===== config.mk =====
export PLATFORM = sky130hd
export DESIGN_NAME = musicbox_song_player_flat
export DESIGN_NICKNAME = d
export VERILOG_FILES = /design/src/rtl/musicbox_song_player_pkg.sv /design/src/rtl/musicbox_song_player_if.sv /design/src/rtl/musicbox_song_player_sample_tick_generator.sv /design/src/rtl/musicbox_song_player.sv /design/src/flat_wrapper.sv
export SDC_FILE = /design/constraint.sdc
export NUM_CORES = 1
export LEC_CHECK = 0
export ABC_AREA = 1
export BUFFER_PORTS_ARGS = -buffer_cell sky130_fd_sc_hd__buf_2
export CORE_ASPECT_RATIO = 0.9
export CORE_UTILIZATION = 59
export CTS_BUF_LIST = sky130_fd_sc_hd__clkbuf_8 sky130_fd_sc_hd__clkbuf_16
export DETAILED_ROUTE_END_ITERATION = 16
export PLACE_DENSITY = 0.88
export SLEW_MARGIN = 25
export SYNTH_ARGS = -nofsm -noshare
export SYNTH_HDL_FRONTEND = slang
export SYNTH_HIERARCHICAL = 1
export SYNTH_SLANG_ARGS = --single-unit

===== constraint.sdc =====
create_clock -name clock_50Mhz -period 6.75 [get_ports clock_50Mhz]
set_input_delay 1.6875 -clock clock_50Mhz [delete_from_list [all_inputs] [get_ports clock_50Mhz]]
set_output_delay 1.6875 -clock clock_50Mhz [all_outputs]
set_load 0.005 [all_outputs]

===== src/rtl/musicbox_song_player_pkg.sv =====
// Shared types and constants for the music box song player and its state controller.
package musicbox_pkg;

    typedef enum logic [1:0] {
        SP_IDLE  = 2'd0,
        SP_PRIME = 2'd1,
        SP_PLAY  = 2'd2,
        SP_DONE  = 2'd3
    } song_player_state_t;

    localparam logic [7:0] SILENCE_LEVEL   = 8'd128;
    // First song state of MusicBoxStateController; song k lives at SONG_STATE_BASE + k.
    localparam logic [4:0] SONG_STATE_BASE = 5'd1;

endpackage


===== src/rtl/musicbox_song_player_if.sv =====
// Song ROM bus: byte address out, data back one cycle after the address changes.
interface musicbox_song_player_if #(
    parameter int ADDR_WIDTH = 16
);
    logic [ADDR_WIDTH-1:0] romAddress;
    logic [7:0]            romData;

    modport master (output romAddress, input  romData);
    modport slave  (input  romAddress, output romData);
endinterface


===== src/rtl/musicbox_song_player_sample_tick_generator.sv =====
// One-cycle sample tick every CLOCK_DIVIDE cycles while enabled, phase restarted on enable.
module sample_tick_generator #(
    parameter int CLOCK_DIVIDE = 3125
) (
    input  logic clock,
    input  logic reset_n,
    input  logic enable,
    output logic tick
);
    localparam int CW = (CLOCK_DIVIDE > 1) ? $clog2(CLOCK_DIVIDE) : 1;

    logic [CW-1:0] count_q;

    always_ff @(posedge clock or negedge reset_n) begin
        if (!reset_n) begin
            count_q <= '0;
        end else if (!enable || count_q == '0) begin
            count_q <= CW'(CLOCK_DIVIDE - 1);
        end else begin
            count_q <= count_q - CW'(1);
        end
    end

    assign tick = enable && (count_q == '0);
endmodule


===== src/rtl/musicbox_song_player.sv =====
// Streams one selected song from ROM at the sample rate, with attenuation, looping and user abort.
module musicbox_song_player
    import musicbox_pkg::*;
#(
    parameter int         CLOCK_DIVIDE     = 3125,
    parameter int         ADDR_WIDTH       = 16,
    parameter int         SONG_COUNT       = 4,
    parameter logic [4:0] FIRST_SONG_STATE = SONG_STATE_BASE,
    parameter int         ABORT_HOLDOFF    = 16000
) (
    input  logic                             clock_50Mhz,
    input  logic                             reset_n,
    input  logic [4:0]                       currentState,
    input  logic [SONG_COUNT*ADDR_WIDTH-1:0] songBase,
    input  logic [SONG_COUNT*ADDR_WIDTH-1:0] songLength,
    input  logic                             loopEnable,
    input  logic [2:0]                       volumeShift,
    input  logic                             userInput,
    musicbox_song_player_if.master           rom,
    output logic                             stateComplete,
    output logic [7:0]                       audioAmplitudeOutput,
    output logic [31:0]                      debugString
);
    localparam int HOLD_W = (ABORT_HOLDOFF > 0) ? $clog2(ABORT_HOLDOFF + 1) : 1;

    song_player_state_t    state_q;
    logic [2:0]            song_idx_q;
    logic [4:0]            song_state_q;
    logic [ADDR_WIDTH-1:0] addr_q;
    logic [ADDR_WIDTH-1:0] offset_q;
    logic [HOLD_W-1:0]     holdoff_q;
    logic [7:0]            amp_p1;
    logic                  done_q;
    logic                  user_p0;

    logic [4:0]            rel_state;
    logic                  song_hit;
    logic [2:0]            hit_idx;
    logic [ADDR_WIDTH-1:0] hit_base;
    logic [ADDR_WIDTH-1:0] cur_base;
    logic [ADDR_WIDTH-1:0] cur_len;
    logic                  holdoff_met;
    logic                  abort;
    logic                  tick;

    function automatic logic [ADDR_WIDTH-1:0] pick_song(
        input logic [SONG_COUNT*ADDR_WIDTH-1:0] table_v,
        input logic [2:0]                       k
    );
        return table_v[int'(k)*ADDR_WIDTH +: ADDR_WIDTH];
    endfunction

    // Centre on 128, arithmetic shift, re-centre; the result never leaves 0..255.
    function automatic logic [7:0] attenuate(input logic [7:0] sample, input logic [2:0] shift);
        logic signed [8:0] centred;
        logic signed [8:0] scaled;
        centred = $signed({1'b0, sample}) - 9'sd128;
        scaled  = (centred >>> shift) + 9'sd128;
        return 8'(scaled);
    endfunction

    assign rel_state   = currentState - FIRST_SONG_STATE;
    assign song_hit    = (currentState >= FIRST_SONG_STATE) && (int'(rel_state) < SONG_COUNT);
    assign hit_idx     = rel_state[2:0];
    assign hit_base    = pick_song(songBase, hit_idx);
    assign cur_base    = pick_song(songBase, song_idx_q);
    assign cur_len     = pick_song(songLength, song_idx_q);
    assign holdoff_met = (int'(holdoff_q) >= ABORT_HOLDOFF);
    assign abort       = userInput && !user_p0 && holdoff_met;

    sample_tick_generator #(
        .CLOCK_DIVIDE(CLOCK_DIVIDE)
    ) u_tick (
        .clock  (clock_50Mhz),
        .reset_n(reset_n),
        .enable (state_q == SP_PLAY),
        .tick   (tick)
    );

    always_ff @(posedge clock_50Mhz or negedge reset_n) begin
        if (!reset_n) begin
            state_q      <= SP_IDLE;
            song_idx_q   <= '0;
            song_state_q <= '0;
            addr_q       <= '0;
            offset_q     <= '0;
            holdoff_q    <= '0;
            amp_p1       <= SILENCE_LEVEL;
            done_q       <= 1'b0;
            user_p0      <= 1'b0;
        end else begin
            user_p0 <= userInput;
            if (state_q != SP_IDLE && currentState != song_state_q) begin
                state_q <= SP_IDLE;
                amp_p1  <= SILENCE_LEVEL;
                done_q  <= 1'b0;
            end else begin
                case (state_q)
                    SP_IDLE: begin
                        amp_p1 <= SILENCE_LEVEL;
                        done_q <= 1'b0;
                        if (song_hit) begin
                            state_q      <= SP_PRIME;
                            song_idx_q   <= hit_idx;
                            song_state_q <= currentState;
                            addr_q       <= hit_base;
                            offset_q     <= '0;
                            holdoff_q    <= '0;
                        end
                    end
                    SP_PRIME: begin
                        if (cur_len == '0) begin
                            state_q <= SP_DONE;
                            done_q  <= 1'b1;
                        end else begin
                            state_q <= SP_PLAY;
                        end
                    end
                    SP_PLAY: begin
                        if (abort) begin
                            state_q <= SP_DONE;
                            done_q  <= 1'b1;
                            amp_p1  <= SILENCE_LEVEL;
                        end else if (tick) begin
                            // ROM data -> output stage, address advances on the same edge
                            amp_p1 <= attenuate(rom.romData, volumeShift);
                            if (!holdoff_met) holdoff_q <= holdoff_q + HOLD_W'(1);
                            if (offset_q == cur_len - ADDR_WIDTH'(1)) begin
                                if (loopEnable) begin
                                    offset_q <= '0;
                                    addr_q   <= cur_base;
                                end else begin
                                    state_q <= SP_DONE;
                                    done_q  <= 1'b1;
                                end
                            end else begin
                                offset_q <= offset_q + ADDR_WIDTH'(1);
                                addr_q   <= addr_q + ADDR_WIDTH'(1);
                            end
                        end
                    end
                    SP_DONE: begin
                        // The last sample is visible for the single cycle DONE is entered.
                        amp_p1 <= SILENCE_LEVEL;
                    end
                    default: state_q <= SP_IDLE;
                endcase
            end
        end
    end

    assign rom.romAddress         = addr_q;
    assign stateComplete          = done_q;
    assign audioAmplitudeOutput   = amp_p1;
    assign debugString            = {8'(song_idx_q), 8'(state_q), 16'(offset_q)};
endmodule


===== src/flat_wrapper.sv =====
// flat-port wrapper written by rule: the top's interface ports become plain ports
module musicbox_song_player_flat import musicbox_pkg::*;
#(
    parameter int         CLOCK_DIVIDE     = 3125,
    parameter int         ADDR_WIDTH       = 16,
    parameter int         SONG_COUNT       = 4,
    parameter logic [4:0] FIRST_SONG_STATE = SONG_STATE_BASE,
    parameter int         ABORT_HOLDOFF    = 16000
)
  (clock_50Mhz, reset_n, currentState, songBase, songLength, loopEnable, volumeShift, userInput, stateComplete, audioAmplitudeOutput, debugString, rom_romAddress, rom_romData);
  musicbox_song_player_if #(.ADDR_WIDTH(ADDR_WIDTH)) rom_i ();
  input  logic clock_50Mhz;
  input  logic reset_n;
  input  logic [4:0] currentState;
  input  logic [SONG_COUNT*ADDR_WIDTH-1:0] songBase;
  input  logic [SONG_COUNT*ADDR_WIDTH-1:0] songLength;
  input  logic loopEnable;
  input  logic [2:0] volumeShift;
  input  logic userInput;
  output logic stateComplete;
  output logic [7:0] audioAmplitudeOutput;
  output logic [31:0] debugString;
  output wire logic [$bits(rom_i.romAddress)-1:0] rom_romAddress;
  input wire logic [$bits(rom_i.romData)-1:0] rom_romData;
  assign rom_romAddress = rom_i.romAddress;
  assign rom_i.romData = rom_romData;
  musicbox_song_player #(.CLOCK_DIVIDE(CLOCK_DIVIDE), .ADDR_WIDTH(ADDR_WIDTH), .SONG_COUNT(SONG_COUNT), .FIRST_SONG_STATE(FIRST_SONG_STATE), .ABORT_HOLDOFF(ABORT_HOLDOFF)) u_core (.clock_50Mhz(clock_50Mhz), .reset_n(reset_n), .currentState(currentState), .songBase(songBase), .songLength(songLength), .loopEnable(loopEnable), .volumeShift(volumeShift), .userInput(userInput), .rom(rom_i), .stateComplete(stateComplete), .audioAmplitudeOutput(audioAmplitudeOutput), .debugString(debugString));
endmodule

======== Word level (Yosys, flattened, before mapping) ========
Cells that the tools add are included.
storage, ports and cells
  output and inout port bits .............. 57
  bits of input ports ..................... 148
  bits in registers ....................... 78
cells by class
  mux-type cells .......................... 37
  add/sub/neg operators ................... 8
  eq/ne operators ......................... 15
  order comparisons ....................... 3
  bitwise gates (word level) .............. 1
  shifts and indexed selects .............. 4
  reduce and logical (&&, ||, !) cells .... 22
operators with widths
  kind                                                                      number
  64-bit by 8-bit indexed part select with 16-bit output                    3
  16-bit two-way mux                                                        10
  16-bit case mux with 2 select lines                                       2
  14-bit two-way mux                                                        4
  16-bit by 1-bit adder with 16-bit output (second input constant)          2
  14-bit case mux with 2 select lines                                       1
  8-bit two-way mux                                                         3
  16-bit == test                                                            1
  16-bit logical NOT                                                        1
  8-bit case mux with 2 select lines                                        1
  16-bit by 1-bit subtractor with 16-bit output (second input constant)     1
  14-bit by 1-bit adder with 14-bit output (second input constant)          1
  14-bit >= comparator (second input constant)                              1
  12-bit logical NOT                                                        1
  12-bit two-way mux                                                        1
  2-bit two-way mux                                                         6
  6-bit AND reduction                                                       2
  12-bit by 1-bit subtractor with 12-bit output (second input constant)     1
  5-bit AND reduction                                                       2
  9-bit by 3-bit >>> shifter with 8-bit output                              1
  8-bit by 8-bit subtractor with 9-bit output (second input constant)       1
  8-bit adder (second input constant)                                       1
  4-bit by 1-bit inequality test with 1-bit output (second input constant)  2
  1-bit two-way mux                                                         7
  other kinds (24)                                                          34

======== Logic depth before layout (Yosys ltp) ========
Gate-level depths: netlist of the first run.
  word-level depth ........................ 8
  gate-level depth with buffers ........... 23

======== By module ========
Netlist of the first run, hierarchy kept.
by module, submodules not included
  module                 cells each  sequential area each (um^2)  times used  area each (um^2)
  musicbox_song_player   1162        1652.8                       1           7179.4
  sample_tick_generator  87          300.3                        1           708.2

======== Worst setup path after synthesis of the first run ========
No wires, ideal clock.
  kind .................................... input to register
  start ................................... input currentState[0]
  end ..................................... register u_core.holdoff_q[7]
  setup time .............................. 0.071 ns
  stages on the path ...................... 18
  slack ................................... 2.475 ns
  required time ........................... 6.679 ns
  data arrival time ....................... 4.204 ns
  cells stage by stage .................... clkbuf_1 -> inv_1 -> clkbuf_1 -> clkbuf_1 -> ha_1 -> nand2_1 -> nor2_1 -> o21ai_1 -> o2111ai_1 -> nor2_2 -> inv_1 -> o21ai_1 -> nand2_1 -> nor3_1 -> nand3_1 -> o21ai_1 -> nand2_1 -> nor2_1
between the ends
  longest elaborated chain between the ends .. 5
ends and longest elaborated chain
  what                                                               RTL line                     RTL
  start: declaration                                                 flat_wrapper.sv:14           input logic [4:0] currentState;
  5-bit by 1-bit subtractor with 5-bit output                        musicbox_song_player.sv:62   assign rel_state = currentState - FIRST_SONG_STATE;
  named net u_core.rel_state[0]                                      musicbox_song_player.sv:36   logic [4:0] rel_state;
  5-bit by 3-bit < comparator with 1-bit output                      musicbox_song_player.sv:63   assign song_hit = (currentState >= FIRST_SONG_STATE) && (int'(rel_state) < SONG_COUNT);
  1-bit logical AND                                                  musicbox_song_player.sv:63
  2-bit by 1-bit inequality test with 1-bit output (no source line)  --
  6-bit AND reduction (no source line)                               --
  end signal: assignment                                             musicbox_song_player.sv:127  if (!holdoff_met) holdoff_q <= holdoff_q + HOLD_W'(1);
  end: declaration                                                   musicbox_song_player.sv:31   logic [HOLD_W-1:0] holdoff_q;
The timed path passes the listed nets, and every way through them passes these cells.
A chain may end at the register's enable or synchronous reset.

======== Worst setup path in the final report of the first run ========
  start ................................... input currentState[0]
  end ..................................... register u_core.holdoff_q[12]
between the ends
  longest elaborated chain between the ends .. 5
ends and longest elaborated chain
  what                                                               RTL line
  5-bit by 1-bit subtractor with 5-bit output                        musicbox_song_player.sv:62
  5-bit by 3-bit < comparator with 1-bit output                      musicbox_song_player.sv:63
  1-bit logical AND                                                  musicbox_song_player.sv:63
  2-bit by 1-bit inequality test with 1-bit output (no source line)  --
  6-bit AND reduction (no source line) *                             --
Mark *: on every way between the ends. The rest lies on a longest branch, timed or not.

==> summary.txt, run 1 <==
Route
  • First-pass DRT Iterations: 6
  • DR vias/cell: 5.65
  • Wirelength, routed: 22800 um
  • Remaining antenna violation count: 0
  • Vias: 8893
  • WL per Instance: 14.5 um
  • Initial DRC Count: 879
  • Residual DRC count: 0

Power and ir drop
  • Maximum VDD drop: 0.000191 V
  • Reg power frac: 23.9%
  • Switching power: 1.75 mW
  • Combinational power share: 59.4%
  • Int Pwr: 1.67 mW
  • Leakage: 4.73 nW
  • PD cells: 378 nW/um^2
  • Clk pwr share: 16.7%
  • Switching Share: 51.2%

Critical path
  • Critical R2R Capture: u_core/offset_q[1]$_DFFE_PN0P_
  • End of the critical path: u_core/holdoff_q[12]$_DFFE_PN0P_
  • Critical Path Sink Type: register
  • Data required time of the worst path: 7.03 ns
  • Reg-to-reg slack, setup: 2.56 ns
  • R2R cell count: 18
  • Critical path fanouts, max: 20
  • Worst Path Arrival: 4.53 ns
  • CP startpoint kind: input port
  • Setup Crit Path Kind: in -> reg
  • Worst r2r src: u_core/song_idx_q[0]$_DFFE_PN0P_
  • CP Launch Point: currentState[0]

Final layout
  • Share of cells above drive strength 1: 20.9%
  • Area grow syn2layout: 14.8%
  • Number of fill cells in the layout: 1128
  • Layout net count: 1565
  • Fin area: 9060 sq um
  • Final core utilization: 70.3%

Yosys
  • Yosys reg bits: 78
  • Yosys top cell by area: dfrtp_1
  • Synth top cells by count: nand2_1 (307), inv_1 (168), nor2_1 (119)
  • Yosys top cell area share: 24.4%
  • Syn_area_per_cell: 6.32 sq um
  • Number of synthesized flops with an enable pin: 0
  • Most used DFF post-synth: dfrtp_1
  • Synth async-reset ratio: 100%
  • Synth Warn #: 6
  • Synth Cell Area: 7890 sq um
  • Synth Instances: 1249
  • Count leader, synth: nand2_1
  • Area contributors post-synth: dfrtp_1 (24%), nand2_1 (15%), inv_1 (8.0%)
  • Post-synthesis sequential area ratio: 24.8%
  • Synth cell types: 52

Clocking
  • Clock tree buffer depth: 2
  • Worst-Skew Late Latency: 0.34 ns
  • Root buf cell: clkbuf_16
  • Clock transition at the registers of the reported paths: 0.06 ns
  • # H-tree levels: 3
  • CTS resizes: 0
  • Setup Fix Bufs, Post-CTS: 0
  • # clock sinks: 78
  • CTS Buf Count: 9
  • TritonCTS clock tree: built
  • CTS Hold Bufs: 0

Global routing
  • Total track usage: 33.1%
  • First-pass GRT wire length: 36900 um
  • Initial antenna violation count: 1
  • Grt ovf: 0
  • Number of global-route vias before repair: 8071
  • Pin count of the biggest net entering global routing: 79

STA
  • Sum Neg Setup Slack: 0 ns
  • Slew HR: 33.2%
  • Final hold vios: 0
  • Final Max Slew Viols: 0
  • Setup violators final: 0
  • Fmax: 235 MHz
  • Fin crit period: 4.25 ns
  • RSZ-0062 raised after global routing: false
  • Slew at the pin closest to its max-slew limit: 1.00 ns
  • Final Skew: 0.00694 ns
  • Period Utilization, post-route: 63.0%

Die
  • Core Box Area: 12900 sq um
  • Std cell rows: 39
  • Initial core utilization: 61.2%
  • Die Area: 13800 sq um
  • Die Y: 112 um
  • Number of I/O pins: 205
  • Die X: 124 um

Hold path
  • Hold crit path type: reg -> reg
  • Hold depth: 1

Placed design
  • Placement Cell Area: 8700 sq um
  • Port Buf Inserts: 193
  • Dpl hpwl: 16500 um
  • Gpl congestion: 0.951

Flow run
  • MaxCap Viol Count: 0

Outcome
  • Status: finished, final reports clean
==> per-stage QoR <==
step	setup WS (ns)	total power [mW]	hold slack [ns]	std cells
finish	2.50	3.42	0.463	1574
detailed placement	2.26	2.79	0.457	1557
global route	2.14	3.70	0.487	1574
CTS	2.59	3.39	0.465	1573
floorplan	2.47	2.36	0.425	1259
global placement	2.42	2.74	0.446	1557
==> power by group through the flow <==
stage	logic [mW]	registers [mW]	clock network, mW
after global routing	2.27	0.836	0.599
after floorplan	1.62	0.740	0
after detailed placement	1.98	0.813	0
after CTS	1.99	0.811	0.580
final	2.03	0.817	0.571
after global placement	1.92	0.813	0
==> sequential cells by signal (all words and copies together), names as in the netlist <==
name                         cells
u_core/stateComplete             1
u_core/offset_q                 16
u_core/u_tick/count_q           12
u_core/song_idx_q                3
u_core/song_state_q              5
u_core/holdoff_q                14
u_core/rom.romAddress           16
u_core/audioAmplitudeOutput      8
u_core/state_q                   2
u_core/user_p0                   1
==> critical path, cell delays in order <==
cell       delay, ns
buf_2           0.36
inv_1           0.13
ha_1            0.25
nand2_1         0.10
nor2_1          0.05
o21ai_1         0.12
o2111ai_1       0.15
nor2_2          0.28
inv_1           0.17
o21ai_1         0.12
nand2_1         0.29
inv_1           0.28
nand3_1         0.15
a21oi_1         0.21
o21a_1          0.17
==> cell type report <==
type | instances | area [sq um] | share of cell area [%]
inverters | 176 | 668 | 7.38
clock inverters | 7 | 121 | 1.34
well taps | 164 | 205 | 2.27
diodes | 1 | 2.50 | 0.0276
flip-flops and latches | 78 | 1950 | 21.6
clock buffers | 9 | 225 | 2.49
repair buffers | 197 | 1000 | 11.1
multi-input cells | 942 | 4880 | 53.9
==> cells by family (layout without fill, tap and decap cells) <==
kind of cell | count (synthesis) | after routing | synth area share [%]
simple gates | 626 | 626 | 35.5
compound gates | 247 | 247 | 18.7
buf+inv | 239 | 389 | 13.9
flops | 78 | 78 | 24.8
xor+xnor | 43 | 43 | 4.77
fa+ha+maj | 13 | 13 | 2.06
mux | 2 | 2 | 0.270
other cells | 1 | 12 | 0.0475
==> worst min-delay path by stage <==
stage / end / start
3_3_place_gp: u_core/u_tick/count_q[0]$_DFF_PN0_ / u_core/u_tick/count_q[0]$_DFF_PN0_
6_report: u_core/u_tick/count_q[0]$_DFF_PN0_ / u_core/u_tick/count_q[0]$_DFF_PN0_
4_1_cts: u_core/u_tick/count_q[0]$_DFF_PN0_ / u_core/u_tick/count_q[0]$_DFF_PN0_
2_1_floorplan: u_core/u_tick/count_q[0]$_DFF_PN0_ / u_core/u_tick/count_q[0]$_DFF_PN0_
5_1_grt: u_core/u_tick/count_q[0]$_DFF_PN0_ / u_core/u_tick/count_q[0]$_DFF_PN0_
3_5_place_dp: u_core/u_tick/count_q[0]$_DFF_PN0_ / u_core/u_tick/count_q[0]$_DFF_PN0_
==> cells in the final DEF, fill, tap and decap left out, types with 12 or more instances in the layout <==
cell      Yosys  final
nand2_1     307    307
buf_2         5    192
inv_1       168    168
nor2_1      119    119
nand3_1     112    112
a21oi_1     100    100
dfrtp_1      77     76
o21ai_0      74     74
xor2_1       34     34
nand2_2      22     22
a211oi_1     18     18
nor3_1       16     16
ha_1         13     13
nand4_1      12     12
==> metal layers <==
layer	global-route usage [%]	wire length, um
met5	0	0
met4	10.7	550
met3	6.15	1860
met2	57.0	10900
met1	41.2	9490
(Power assumes the default switching activity.)
==> run 2: changes to the inputs <==
--- a/config.mk
+++ b/config.mk
@@ -8,10 +8,10 @@
 export ABC_AREA = 1
 export BUFFER_PORTS_ARGS = -buffer_cell sky130_fd_sc_hd__buf_2
 export CORE_ASPECT_RATIO = 0.9
-export CORE_UTILIZATION = 59
+export CORE_UTILIZATION = 55
 export CTS_BUF_LIST = sky130_fd_sc_hd__clkbuf_8 sky130_fd_sc_hd__clkbuf_16
 export DETAILED_ROUTE_END_ITERATION = 16
-export PLACE_DENSITY = 0.88
+export PLACE_DENSITY = 0.83
 export SLEW_MARGIN = 25
 export SYNTH_ARGS = -nofsm -noshare
 export SYNTH_HDL_FRONTEND = slang
==> constraint.sdc (replaced) <==
create_clock -name clock_50Mhz -period 4.4 [get_ports clock_50Mhz]
set_input_delay 1.1 -clock clock_50Mhz [delete_from_list [all_inputs] [get_ports clock_50Mhz]]
set_output_delay 1.1 -clock clock_50Mhz [all_outputs]
set_load 0.005 [all_outputs]
==> run 2 against run 1 <==
- via count shrank 2.0%
- total power up 50%
- sequential power grew 46%
- largest power group unchanged
==> summary.txt, run 2 (synthesized netlist as in run 1, its figures left out) <==
STA
  • Setup violators final: 0 (unchanged)
  • Final hold vios: 0 (unchanged)
  • Final Max Slew Viols: 0 (unchanged)
  • Hold WS: 0.461 ns (-0.00229 ns)
  • RSZ-0062 raised after global routing: false
  • Fmax: 273 MHz
  • Slew at the pin closest to its max-slew limit: 0.643 ns (-0.358 ns)
  • Fin crit period: 3.66 ns
  • Final Skew: 0.00844 ns (+0.00150 ns)
  • Slew HR: 57.0% (+24 points)
  • Period Utilization, post-route: 83.1%
  • Sum Neg Setup Slack: 0 ns (unchanged)

Route
  • DR vias/cell: 5.42 (-4.1%)
  • Residual DRC count: 0 (unchanged)
  • Wirelength, routed: 22300 um (-2.5%)
  • Vias: 8712 (-2.0%)
  • Remaining antenna violation count: 0 (unchanged)
  • First-pass DRT Iterations: 5 (-1)
  • WL per Instance: 13.8 um (-4.6%)
  • Initial DRC Count: 731 (-17%)

Die
  • Number of I/O pins: 205 (unchanged)
  • Die Y: 116 um (+3.5%)
  • Core Box Area: 14000 sq um (+8.7%)
  • Die Area: 14800 sq um (+7.1%)
  • Std cell rows: 41 (+5.1%)
  • Die X: 128 um (+3.5%)
  • Initial core utilization: 56.3% (-4.9 points)

Clocking
  • # H-tree levels: 3 (unchanged)
  • CTS Buf Count: 9 (unchanged)
  • Worst-Skew Late Latency: 0.34 ns (about the same)
  • CTS resizes: 0 (unchanged)
  • Root buf cell: clkbuf_16
  • Clock tree buffer depth: 2 (unchanged)
  • Clock transition at the registers of the reported paths: 0.06 ns (about the same)
  • # clock sinks: 78 (unchanged)
  • CTS Hold Bufs: 0 (unchanged)
  • TritonCTS clock tree: built
  • Setup Fix Bufs, Post-CTS: 0 (unchanged)

Hold path
  • Hold crit path type: reg -> reg
  • Hold depth: 1 (unchanged)

Critical path
  • Worst Path Arrival: 3.93 ns (-0.60 ns)
  • R2R cell count: 18 (unchanged)
  • Data required time of the worst path: 4.68 ns (-2.35 ns)
  • Setup Crit Path Kind: in -> reg
  • Critical Path Sink Type: register
  • Critical path fanouts, max: 20 (unchanged)
  • CP startpoint kind: input port

Final layout
  • Share of cells above drive strength 1: 21.1% (+0.21 points)
  • Most common cell after layout, fill and taps aside: nand2_1
  • Most frequent cells in the layout: nand2_1 (307), buf_2 (192), inv_1 (169), nor2_1 (119), nand3_1 (112)
  • Area grow syn2layout: 15.1%
  • Layout net count: 1570 (+0.32%)

Flow run
  • MaxCap Viol Count: 0 (unchanged)

Global routing
  • Initial antenna violation count: 1 (unchanged)
  • First-pass GRT wire length: 36400 um (-1.2%)
  • Grt ovf: 0 (unchanged)
  • Number of global-route vias before repair: 7853 (-2.7%)
  • Pin count of the biggest net entering global routing: 78 (-1.3%)
  • Total track usage: 30.5% (-2.6 points)

Placed design
  • Gpl congestion: 0.920 (-3.3%)
  • Dpl hpwl: 16200 um (-2.1%)
  • Port Buf Inserts: 193 (unchanged)

Outcome
  • Status: finished, final reports clean

Power and ir drop
  • Leakage: 4.73 nW (about the same)
  • PnR Total Power: 5.13 mW (+50%)
  • Maximum VDD drop: 0.000315 V (+65%)
  • PD cells: 565 nW/um^2 (+50%)
-- run 2: final cells by class --
cell class	count	area, sq um
inverter	176	668
clock buffer	9	225
antenna	1	2.50
tap	193	241
timing repair buffer	202	1040
multi-input combinational	942	4880
sequential	78	1950
clock inverter	7	75.1
fill	1309	4920
-- run 2: through the flow --
stage               area (sq um)  util (%)  instances  setup slack (ns)
floorplan                   7930         -       1259             0.712
global placement            8780      62.7       1591             0.584
detailed placement          8780      62.7       1591             0.469
CTS                         9080      64.8       1607             0.796
global route                9080      64.8       1607             0.435
finish                      9080      64.8       1608             0.743
-- run 2: layer usage --
layer,vias up,global-route usage [%],part of all wire (%)
met3,41,5.49,7.9
met1,3962,39.1,43
met5,-,0,0
met2,371,52.1,47
met4,0,10.0,1.9
li1,4338,-,-
-- run 2: power by group --
group	internal [mW]	switching, mW	leakage, nW	total [mW]
combinational	1.08	2.11	3.59	3.19
sequential	0.938	0.254	0.993	1.19
clock	0.441	0.313	0.143	0.754
-- run 2: worst max-delay path, cell delays in order --
cell and delay, ns:
buf_2 0.34, inv_1 0.11, ha_1 0.24, nand2_1 0.07, nor2_1 0.04, o21ai_1 0.13, o2111ai_1 0.17, nor2_2 0.30
inv_1 0.16, o21ai_1 0.12, nand2_1 0.31, nor3_1 0.35, nand3_1 0.18, o21ai_1 0.15, nand2_1 0.06, nor2_1 0.09
-- run 2: path summary, 6_finish.rpt --
path / from / to / slack, ns
min in group asynchronous: reset_n / u_core/offset_q[9]$_DFFE_PN0P_ / 0.78
max: currentState[0] / u_core/holdoff_q[7]$_DFFE_PN0P_ / 0.74
max reg2reg: u_core/song_idx_q[0]$_DFFE_PN0P_ / u_core/offset_q[1]$_DFFE_PN0P_ / 0.80
min reg2reg: u_core/u_tick/count_q[0]$_DFF_PN0_ / u_core/u_tick/count_q[0]$_DFF_PN0_ / 0.46
min: u_core/u_tick/count_q[0]$_DFF_PN0_ / u_core/u_tick/count_q[0]$_DFF_PN0_ / 0.46
max in group asynchronous: reset_n / u_core/audioAmplitudeOutput[7]$_DFFE_PN1P_ / 2.75
==> run 3: changes to the inputs <==
--- a/config.mk
+++ b/config.mk
@@ -8,10 +8,10 @@
 export ABC_AREA = 1
 export BUFFER_PORTS_ARGS = -buffer_cell sky130_fd_sc_hd__buf_2
 export CORE_ASPECT_RATIO = 0.9
-export CORE_UTILIZATION = 55
+export CORE_UTILIZATION = 50
 export CTS_BUF_LIST = sky130_fd_sc_hd__clkbuf_8 sky130_fd_sc_hd__clkbuf_16
 export DETAILED_ROUTE_END_ITERATION = 16
-export PLACE_DENSITY = 0.83
+export PLACE_DENSITY = 0.79
 export SLEW_MARGIN = 25
 export SYNTH_ARGS = -nofsm -noshare
 export SYNTH_HDL_FRONTEND = slang
==> constraint.sdc (replaced) <==
create_clock -name clock_50Mhz -period 3 [get_ports clock_50Mhz]
set_input_delay 0.75 -clock clock_50Mhz [delete_from_list [all_inputs] [get_ports clock_50Mhz]]
set_output_delay 0.75 -clock clock_50Mhz [all_outputs]
set_load 0.005 [all_outputs]
==> run 3 against run 2 <==
- sequential power rose by 45%
- final cell count rose by 3.5%
- first-iteration DRC count rose by 3.1%
- clock power rose by 37%
- core utilization fell by 1.0 points
- non-clock buffer count rose by 45
- setup slack got worse by 0.67 ns
- combinational power rose by 80%
- register-to-register slack got worse by 0.73 ns
- critical path depth rose by 6
- sequential cell count did not move
- clock skew barely moved
==> summary.txt, run 3 (synthesized netlist as in run 1, its figures left out) <==
STA
  • Fmax: 341 MHz
  • Slew at the pin closest to its max-slew limit: 0.666 ns (+0.0228 ns)
  • RSZ-0062 raised after global routing: true
  • Slew HR: 55.2% (-1.8 points)
  • Final hold vios: 0 (unchanged)
  • Period Utilization, post-route: 97.7%
  • Final WS setup: 0.0685 ns (-0.674 ns)
  • Final Skew: 0.00880 ns (+0.000361 ns)
  • Fin crit period: 2.93 ns
  • Final Max Slew Viols: 0 (unchanged)
  • Setup violators final: 0 (unchanged)

Final layout
  • Number of fill cells in the layout: 1467 (+12%)
  • Antenna cells: 0 (-1)
  • Most common cell after layout, fill and taps aside: nand2_1
  • Fin area: 9820 sq um (+8.2%)
  • Most frequent cells in the layout: nand2_1 (290), buf_2 (192), inv_1 (168), nor2_1 (114), nand3_1 (105)
  • Layout Cells excl Fill: 1665 (+3.5%)
  • Area grow syn2layout: 24.5%
  • Final core utilization: 63.8% (-1.0 points)
  • Layout net count: 1619 (+3.1%)
  • Share of cells above drive strength 1: 26.2% (+5.0 points)

Die
  • Number of I/O pins: 205 (unchanged)
  • Die Area: 16300 sq um (+9.8%)
  • Core Box Area: 15400 sq um (+9.9%)
  • Initial core utilization: 51.3% (-5.1 points)
  • Die Y: 121 um (+4.8%)
  • Std cell rows: 43 (+4.9%)
  • Die X: 134 um (+4.8%)

Global routing
  • Total track usage: 28.2% (-2.3 points)
  • Pin count of the biggest net entering global routing: 49 (-37%)
  • First-pass GRT wire length: 36700 um (+0.74%)
  • Grt ovf: 0 (unchanged)
  • Number of global-route vias before repair: 7966 (+1.4%)
  • Initial antenna violation count: 1 (unchanged)

Clocking
  • Clock tree buffer depth: 2 (unchanged)
  • CTS Hold Bufs: 0 (unchanged)
  • Root buf cell: clkbuf_16
  • Worst-Skew Late Latency: 0.35 ns (about the same)
  • TritonCTS clock tree: built
  • # H-tree levels: 3 (unchanged)
  • Clock transition at the registers of the reported paths: 0.06 ns (about the same)
  • CTS Buf Count: 9 (unchanged)
  • # clock sinks: 78 (unchanged)

Route
  • First-pass DRT Iterations: 5 (unchanged)
  • DR vias/cell: 5.39 (-0.55%)
  • Vias: 8971 (+3.0%)
  • WL per Instance: 14.5 um (+4.8%)
  • Initial DRC Count: 754 (+3.1%)
  • Remaining antenna violation count: 0 (unchanged)
  • Residual DRC count: 0 (unchanged)
  • Wirelength, routed: 24200 um (+8.5%)

Critical path
  • CP max stage cell: dfrtp_4
  • Critical path fanouts, max: 7 (-65%)
  • Worst r2r src: u_core/song_idx_q[0]$_DFFE_PN0P_
  • Data required time of the worst path: 3.28 ns (-1.40 ns)
  • Critical R2R Capture: u_core/rom.romAddress[14]$_DFFE_PN0P_
  • CP startpoint kind: register
  • Crit path cell chain: buf_12 -> buf_4 -> nand2_1 -> nand3_1 -> nand2_1 -> nand2_2 -> nand2_4 -> nor2_4 -> buf_4 -> nand2_1 -> nand2_1 -> nand2_1 -> nand2_1 -> nor2_1 -> nand2_1 -> nor2_4 -> nand4_4 -> nand2_8 -> buf_12 -> buf_4 -> nor2_1 -> a21oi_2
  • Setup Crit Path Kind: reg -> reg
  • Worst Path Arrival: 3.21 ns (-0.72 ns)
  • Critical Path Sink Type: register
  • Biggest cell delay along the critical path: 0.54 ns (+0.19 ns)
  • R2R cell count: 22 (+4)
  • Most common cell on crit path: nand2_1
  • Reg-to-reg slack, setup: 0.07 ns (-0.73 ns)

Placed design
  • Dpl cells: 1620 (+1.8%)
  • Placement Setup Slack: -0.0669 ns (-0.536 ns)
  • Gpl congestion: 0.925 (+0.54%)
  • Dpl hpwl: 17000 um (+5.4%)
  • Port Buf Inserts: 193 (unchanged)
  • Placement Cell Area: 9000 sq um (+2.5%)

Power and ir drop
  • PD cells: 866 nW/um^2 (+53%)
  • Leakage: 5.06 nW (+7.1%)
  • Maximum VDD drop: 0.000436 V (+38%)
  • PnR Total Power: 8.51 mW (+66%)

Flow run
  • MaxCap Viol Count: 0 (unchanged)

Outcome
  • Status: finished, final reports clean

Hold path
  • Hold crit path type: in -> async
## run 3: cell types whose count changed in the layout (fill, tap and decap cells not counted), sizes merged
cell / change
bufinv: -1
clkbuf: +4
clkinv: +3
clkinvlp: -1
diode: -1
nor2: +2
buf: +42
## run 3: what timing repair did
action | 4_1_cts | 5_1_grt
resized for setup | 0 | 64
hold endpoints to repair | 0 | 0
setup buffers | 0 | 22
endpoints found under the setup margin | 0 | 33
## run 3: layout make-up
type	count	area, sq um	area share, %
clock buffer	10	239	2.43
clock inverter	6	38.8	0.395
inverter	176	678	6.91
multi-input combinational	944	5110	52.1
sequential	78	1960	19.9
tap	202	253	2.57
timing repair buffer	247	1520	15.5
timing repair inverter	2	17.5	0.178
## run 3: power breakdown
group | total [mW] | internal (mW) | switching [mW]
logic | 5.75 | 2.19 | 3.56
registers | 1.73 | 1.38 | 0.351
clock network | 1.03 | 0.579 | 0.448
## run 3: worst max path at each step
stage / from / endpoint / slack (ns) / cells past startpoint
floorplan: currentState[0] / u_core/holdoff_q[7]$_DFFE_PN0P_ / -0.02 / 18
global placement: songLength[48] / u_core/offset_q[1]$_DFFE_PN0P_ / 0.03 / 20
detailed placement: songLength[48] / u_core/offset_q[1]$_DFFE_PN0P_ / -0.07 / 20
CTS: u_core/song_idx_q[0]$_DFFE_PN0P_ / u_core/offset_q[1]$_DFFE_PN0P_ / 0.05 / 19
global route: u_core/song_idx_q[0]$_DFFE_PN0P_ / u_core/rom.romAddress[9]$_DFFE_PN0P_ / -0.10 / 22
finish: u_core/song_idx_q[0]$_DFFE_PN0P_ / u_core/rom.romAddress[14]$_DFFE_PN0P_ / 0.07 / 22
## run 3: per-layer routing
metal | track usage (%) | part of all wire (%) | routed length (um)
met5 | 0 | 0.054 | 13
met4 | 10.3 | 2.9 | 702
met3 | 6.02 | 7.9 | 1920
met2 | 47.3 | 47 | 11400
met1 | 35.6 | 42 | 10100
## run 3: metrics by stage
stage	hold slack [ns]	TNS, ns
2_1_floorplan	0.425	-0.0195
3_3_place_gp	0.458	0
3_5_place_dp	0.474	-0.455
4_1_cts	0.383	0
5_1_grt	0.399	-1.17
6_report	0.370	0
## run 3: worst max-delay path: cells and delay by family (launching register included)
| kind | cells | cell delay (ns) |
|---|---|---|
| buffers and inverters | 5 | 0.67 |
| and+or+nand+nor | 16 | 1.54 |
| DFF | 1 | 0.54 |
| AOI/OAI and AO/OA | 1 | 0.11 |
